===== src/rtl/r5fp_pkg.sv =====
// Shared definitions for the FP mantissa back-end: FSM state encodings and
// the iteration-counter width helper.
package r5fp_pkg;

    localparam logic [1:0] StIdle = 2'd0;
    localparam logic [1:0] StBusy = 2'd1;
    localparam logic [1:0] StDone = 2'd2;

    // Bits needed to count up to w iterations.
    function automatic int unsigned cnt_width(input int unsigned w);
        return $clog2(w + 1);
    endfunction

endpackage


===== src/rtl/int_div_sqrt_iter.sv =====
// Iterative radix-2 restoring divider / square-root engine. One quotient or
// root bit is produced per clock; divide and sqrt share one trial subtractor.
module int_div_sqrt_iter
    import r5fp_pkg::*;
#(
    parameter int unsigned W = 10
) (
    input  logic         clk,
    input  logic         reset,
    input  logic [W-1:0] N_i,
    input  logic [W-1:0] D_i,
    input  logic         strobe_i,
    input  logic         is_div_i,
    output logic [W-1:0] Quo_o,
    output logic [W-1:0] Rem_o,
    output logic         done_o,
    output logic         ready_o
);

    localparam int unsigned CW = cnt_width(W);

    logic [1:0]    state_q;
    logic [CW-1:0] cnt_q;
    logic          is_div_q;
    logic          ovf_q;
    logic [W-1:0]  dvs_q;
    logic [W+1:0]  rad_q;   // radicand, consumed two bits at a time from the top
    logic [W+1:0]  rem_q;   // partial remainder
    logic [W-1:0]  q_q;     // partial quotient / root
    logic [W-1:0]  quo_q;
    logic [W-1:0]  rem_out_q;

    logic [W+1:0]  rem_in;
    logic [W+1:0]  opnd;
    logic [W+1:0]  diff;
    logic [W+1:0]  rem_nx;
    logic [W-1:0]  q_nx;
    logic          commit;
    logic          last;
    logic          start;

    assign ready_o = (state_q != StBusy);
    assign done_o  = (state_q == StDone);
    assign Quo_o   = quo_q;
    assign Rem_o   = rem_out_q;
    assign start   = strobe_i && ready_o;
    assign last    = (cnt_q == CW'(W - 1));

    // Trial subtraction step: divide subtracts D, sqrt subtracts {root, 01}.
    always_comb begin
        rem_in = '0;
        opnd   = '0;
        if (is_div_q) begin
            // The first divide step compares N itself (bit weight 2^(W-1)).
            rem_in = (cnt_q == '0) ? rem_q : (rem_q << 1);
            opnd   = {2'b00, dvs_q};
        end else begin
            rem_in = (rem_q << 2) | {{W{1'b0}}, rad_q[W+1:W]};
            opnd   = {q_q, 2'b01};
        end
        commit = (rem_in >= opnd);
        diff   = rem_in - opnd;
        rem_nx = commit ? diff : rem_in;
        q_nx   = {q_q[W-2:0], commit};
    end

    // FSM, operand capture and iteration registers.
    always_ff @(posedge clk) begin
        if (reset) begin
            state_q   <= StIdle;
            cnt_q     <= '0;
            is_div_q  <= 1'b0;
            ovf_q     <= 1'b0;
            dvs_q     <= '0;
            rad_q     <= '0;
            rem_q     <= '0;
            q_q       <= '0;
            quo_q     <= '0;
            rem_out_q <= '0;
        end else if (start) begin
            state_q  <= StBusy;
            cnt_q    <= '0;
            is_div_q <= is_div_i;
            dvs_q    <= D_i;
            rad_q    <= {2'b00, D_i};
            rem_q    <= is_div_i ? {2'b00, N_i} : '0;
            q_q      <= '0;
            // Quotient would not fit in W bits: saturate at the end.
            ovf_q    <= is_div_i && ((D_i == '0) || ({1'b0, N_i} >= {D_i, 1'b0}));
        end else if (state_q == StBusy) begin
            rem_q <= rem_nx;
            q_q   <= q_nx;
            rad_q <= {rad_q[W-1:0], 2'b00};
            cnt_q <= cnt_q + 1'b1;
            if (last) begin
                state_q   <= StDone;
                quo_q     <= ovf_q ? '1 : q_nx;
                rem_out_q <= ovf_q ? '0 : rem_nx[W-1:0];
            end
        end else begin
            state_q <= StIdle;
        end
    end

endmodule


===== config.mk =====
export PLATFORM = sky130hd
export DESIGN_NAME = int_div_sqrt_iter
export DESIGN_NICKNAME = d
export VERILOG_FILES = /design/src/rtl/r5fp_pkg.sv /design/src/rtl/int_div_sqrt_iter.sv
export SDC_FILE = /design/constraint.sdc
export NUM_CORES = 1
export LEC_CHECK = 0
export CAP_MARGIN = 20
export CORE_UTILIZATION = 30
export DETAILED_ROUTE_END_ITERATION = 7
export PLACE_DENSITY = 0.58
export SLEW_MARGIN = 5
export SYNTH_ARGS = -nofsm -noshare
export SYNTH_HDL_FRONTEND = slang
export SYNTH_SLANG_ARGS = --single-unit

===== constraint.sdc =====
create_clock -name clk -period 9.83 [get_ports clk]
set_clock_uncertainty 0.1 [all_clocks]
set_input_delay 1.4745 -clock clk [delete_from_list [all_inputs] [get_ports clk]]
set_output_delay 1.4745 -clock clk [all_outputs]
set_load 0.1 [all_outputs]

* Word-level counts from Yosys, hierarchy flattened
Index checks and enable logic that the tools add are counted.
Storage, ports and cells: register bits after elaboration 72, input bits 24, output and inout port bits 22, logic and storage cells 47
Operators by class: $add $sub $neg 2, order comparisons 2, equality and inequality tests 5, multiplexer cells 14, bitwise operators 3, reductions and logical operators 9
Operators by type and width (count):
- $mux W12 | 6
- $mux W10 | 5
- $ge A12 B12 Y1 | 1
- $or A12 B2 Y12 | 1
- $sub A12 B12 Y12 | 1
- $ge A10 B11 Y1 | 1
- $logic_not A10 Y1 | 1
- $add A4 B1 Y4 const B | 1
- $eq A4 B4 Y1 const B | 1
- $logic_not A4 Y1 | 1
- $mux W1 | 3
- $ne A3 B3 Y1 const B | 1
- $reduce_and A3 Y1 | 1
- $reduce_or A3 Y1 | 1
- $eq A2 B1 Y1 const B | 1
- $eq A2 B2 Y1 const B | 1
- $logic_and A1 B1 Y1 | 2
- $ne A2 B1 Y1 const B | 1
- $not A1 Y1 | 2
- $reduce_bool A2 Y1 | 1
- $reduce_or A2 Y1 | 1
- $logic_or A1 B1 Y1 | 1

* Longest topological paths before layout
depth in word-level cells 7, depth in mapped cells 17, mapped depth without buffers 14

* Least setup slack after synthesis
No wires, ideal clock.
path type register to register, start reg is_div_q, end reg rem_q[6], library setup time 0.086 ns, data arrival time 3.177 ns, data required time 9.644 ns, path slack 6.468 ns, cell stages (with the launch flop) 13, buffers on the path 4, clock period less this slack 3.362 ns, cell sequence dfxtp_1 clkbuf_1 clkbuf_1 buf_1 mux2i_1 ha_1 buf_6 a211oi_2 nor2_2 nor4_4 or2_4 mux2_2 a211oi_1
On the way: cells in the longest elaborated chain, start to end 5, elaborated cells between the ends (all ways) 7, those cells by class add/sub (1); order compare (1); mux (5)
RTL lines:
- from (decl) | line int_div_sqrt_iter.sv:24 | logic is_div_q;
- from (signal assigned) | line int_div_sqrt_iter.sv:83 | is_div_q <= is_div_i;
- $mux W12 | line int_div_sqrt_iter.sv:53 | if (is_div_q) begin
- $sub A12 B12 Y12 or $ge A12 B12 Y1 (tied branches) | line int_div_sqrt_iter.sv:62, int_div_sqrt_iter.sv:61
- $mux W12 (*) | line int_div_sqrt_iter.sv:63 | rem_nx = commit ? diff : rem_in;
- $mux W12 (*) | line int_div_sqrt_iter.sv:90 | end else if (state_q == StBusy) begin
- $mux W12 (*) | line int_div_sqrt_iter.sv:80 | end else if (start) begin
- to (signal assigned) | line int_div_sqrt_iter.sv:86 | rem_q <= is_div_i ? {2'b00, N_i} : '0;
- to (signal assigned) | line int_div_sqrt_iter.sv:91 | rem_q <= rem_nx;
- to (decl) | line int_div_sqrt_iter.sv:28 | logic [W+1:0] rem_q;
Every way passes the cells marked *; elsewhere a longest branch is shown, timed or not. The select of a mux whose other input is x is not followed. A chain may end at the register's enable or synchronous reset.

* Final worst setup path
start reg state_q[0], end out ready_o
On the way: cells in the longest elaborated chain, start to end 1
RTL lines:
- from (decl) | line int_div_sqrt_iter.sv:22 | logic [1:0] state_q;
- from (signal assigned) | line int_div_sqrt_iter.sv:70 | state_q <= StIdle;
- from (signal assigned) | line int_div_sqrt_iter.sv:81 | state_q <= StBusy;
- from (signal assigned) | line int_div_sqrt_iter.sv:96 | state_q <= StDone;
- $ne A2 B1 Y1 | line int_div_sqrt_iter.sv:42 | assign ready_o = (state_q != StBusy);
- to (decl) | line int_div_sqrt_iter.sv:17 | output logic ready_o
Every way passes these cells.

==> impl_metrics.json <==
{
  "fillerInstances": 1395,
  "synth_edf_count": 0,
  "num_io_pins": 46,
  "synth_seq_area_share": 0.350,
  "setup_viol": 0,
  "synthFlopType": "dfxtp_1",
  "groute.usage.overall": 0.167,
  "r2r_cells": 12,
  "cp_max_fo": 40,
  "place_ws_ns": 5.60,
  "instances_no_fill": 707,
  "yosysUniqueCellTypes": 60,
  "hpwl_um": 8450,
  "wl_um": 11400,
  "ys_seq_elements": 72,
  "powerDensity_nw_per_um2": 183,
  "synthArstFlopShare": 0,
  "synthesis.area_um2": 4120,
  "synth_top_cell_area_share": 0.350,
  "maxSlewHeadroom": 0.344,
  "rows": 42,
  "syn_nets": 548,
  "fin_util": 0.371,
  "setup_ws_ns": 5.42,
  "cts_root_buffer": "clkbuf_16",
  "finalHoldViolCount": 0,
  "dr.pass1.iters": 4,
  "crit_end": "ready_o",
  "area_delta_synth_final_pct": 20.1,
  "clk_path_buf_depth": 2,
  "grt-ovfl-total": 0,
  "dpl.cell_count": 691,
  "gp_congestion": 0.885,
  "portBuffers": 45,
  "synth_top_area_cell": "dfxtp_1",
  "place_area_um2": 4650,
  "period_share": 0.449,
  "numCtsBuffers": 9,
  "avgSynthCellArea_um2": 8.26,
  "wl_per_cell_um": 16.1,
  "power_uw": 904,
  "yosysMostFrequentCell": "dfxtp_1",
  "antenna_found_initial": 0,
  "ctsHoldBuffers": 0,
  "ys_warn_count": 0,
  "ff2ff_setup_slack_ns": 5.90,
  "die_y_um": 119,
  "core-area_um2": 13300,
  "finalSetupTns_ns": 0,
  "clock_latency_ns": 0.33,
  "drt_iter0_markers": 263,
  "drtAntennaViolNets": 0,
  "worstReg2RegEnd": "rem_q[6]$_SDFFE_PP0P_",
  "drv_cap": 0,
  "crit_type": "reg -> out",
  "via_count": 3658,
  "grt_max_degree": 52,
  "fin_hold_ws_ns": 0.351,
  "via_per_inst": 5.17,
  "final.min_clock_period_ns": 4.41,
  "yosys-top-cells-count": "dfxtp_1, nand2_1, nor2_1, a21oi_1, mux2i_1",
  "grt_pass1_vias": 3589,
  "hp-class": "reg -> reg",
  "arrival_ns": 2.84,
  "endpoint_kind": "output port",
  "critPathLaunch": "state_q[0]$_SDFFE_PP0P_",
  "numClockSinks": 72,
  "crit_required_ns": 8.26,
  "start_util": 0.309,
  "clkSlewWorstSetupHoldPaths_ns": 0.06,
  "rsz0062_at_grt": "no",
  "final_cell_area_um2": 4950,
  "antenna_cells": 0,
  "syn_inst": 499,
  "timing.rr.start": "is_div_q$_SDFFE_PP0P_",
  "tightest_slew_ns": 0.982,
  "postCtsSetupBuffers": 0,
  "cts-resized-gates": 0,
  "fp.dieArea_um2": 14200,
  "die_x_um": 119,
  "drive_above_1_share": 0.0603,
  "cts_tree": "built",
  "grt_pass1_wl_um": 18400,
  "nNetsFinal": 576,
  "startpoint_type": "flip-flop",
  "fmax_mhz": 227,
  "leakagePower_nw": 1.90,
  "drv_slew": 0,
  "outcome": "finished, final reports clean",
  "drcViolationCount": 0,
  "synth_area_leaders": "dfxtp_1, mux2i_1, ha_1",
  "peakVddDrop_v": 0.000112,
  "cts_max_level": 3
}
## placed cells by master (no fill, tap or decap), types with 3 or more instances in the layout
cell and n:
nor3_1 26, xor2_1 3, a211oi_2 3, nand3_1 3, nor4_1 3, nand2b_1 8, a211o_1 3, nand4_1 4
mux2i_1 36, o21ai_0 16, o31ai_1 4, buf_4 4, clkdlybuf4s50_1 44, a221oi_1 8, clkbuf_16 9, xnor2_1 5
nor2_1 50, nor2b_1 8, inv_1 18, o311ai_0 3, a211oi_1 20, dfxtp_1 72, nand2_1 66, a21oi_1 39
o21a_1 7, ha_1 24
## sequential cells by signal (all words and copies together), names as in the netlist
register / flops
q_q: 10
rem_q: 12
Quo_o: 10
Rem_o: 10
ovf_q: 1
cnt_q: 4
rad_q: 12
dvs_q: 10
state_q: 2
is_div_q: 1
## worst min path at each step
stage                                startpoint                      to  slack, ns  cells past startpoint
after floorplan           rad_q[8]$_SDFFE_PP0P_  rad_q[10]$_SDFFE_PP0P_       0.33                      2
after global placement    Rem_o[9]$_SDFFE_PP0P_   Rem_o[9]$_SDFFE_PP0P_       0.34                      2
after detailed placement  Rem_o[7]$_SDFFE_PP0P_   Rem_o[7]$_SDFFE_PP0P_       0.35                      2
after CTS                 Rem_o[2]$_SDFFE_PP0P_   Rem_o[2]$_SDFFE_PP0P_       0.36                      2
after global routing      Rem_o[2]$_SDFFE_PP0P_   Rem_o[2]$_SDFFE_PP0P_       0.38                      2
final                     Rem_o[2]$_SDFFE_PP0P_   Rem_o[2]$_SDFFE_PP0P_       0.35                      2
## per-layer routing
metal	vias to the layer above	global-route usage	share of wire
li1	1835	-	-
met1	1753	0.211	0.47
met2	54	0.283	0.49
met3	16	0.0283	0.026
met4	0	0.0641	0.019
met5	-	0	0
## power breakdown
part	internal (mW)	switching, mW
combinational	0.106	0.154
clock	0.202	0.123
sequential	0.306	0.0140
total	0.614	0.290
## area by class of cell
| type | instances | area (um2) | area share |
|---|---|---|---|
| clock inverter | 3 | 42.5 | 0.00859 |
| timing repair buffer | 50 | 487 | 0.0983 |
| multi-input combinational | 375 | 2440 | 0.493 |
| inverter | 19 | 71.3 | 0.0144 |
| sequential | 72 | 1440 | 0.291 |
| clock buffer | 12 | 246 | 0.0498 |
| tap | 176 | 220 | 0.0445 |
## worst max-delay path, cell delays in order, from the launching register on
cell             delay, ns
dfxtp_1               0.30
nor2b_2               0.14
buf_4                 0.26
inv_2                 0.53
clkdlybuf4s50_1       1.25
## logic make-up (layout without fill, tap and decap cells)
kind of cell / after synthesis / in the layout / synth area share
and+or+nand+nor: 182 / 182 / 0.205
xor gates and xnor gates: 8 / 8 / 0.0170
muxes: 37 / 37 / 0.0901
AOI/OAI and AO/OA: 123 / 123 / 0.202
adders and majority gates: 25 / 25 / 0.0777
buffers and inverters: 52 / 84 / 0.0589
DFF: 72 / 72 / 0.350
No activity file was read; power rests on OpenSTA's default activity.
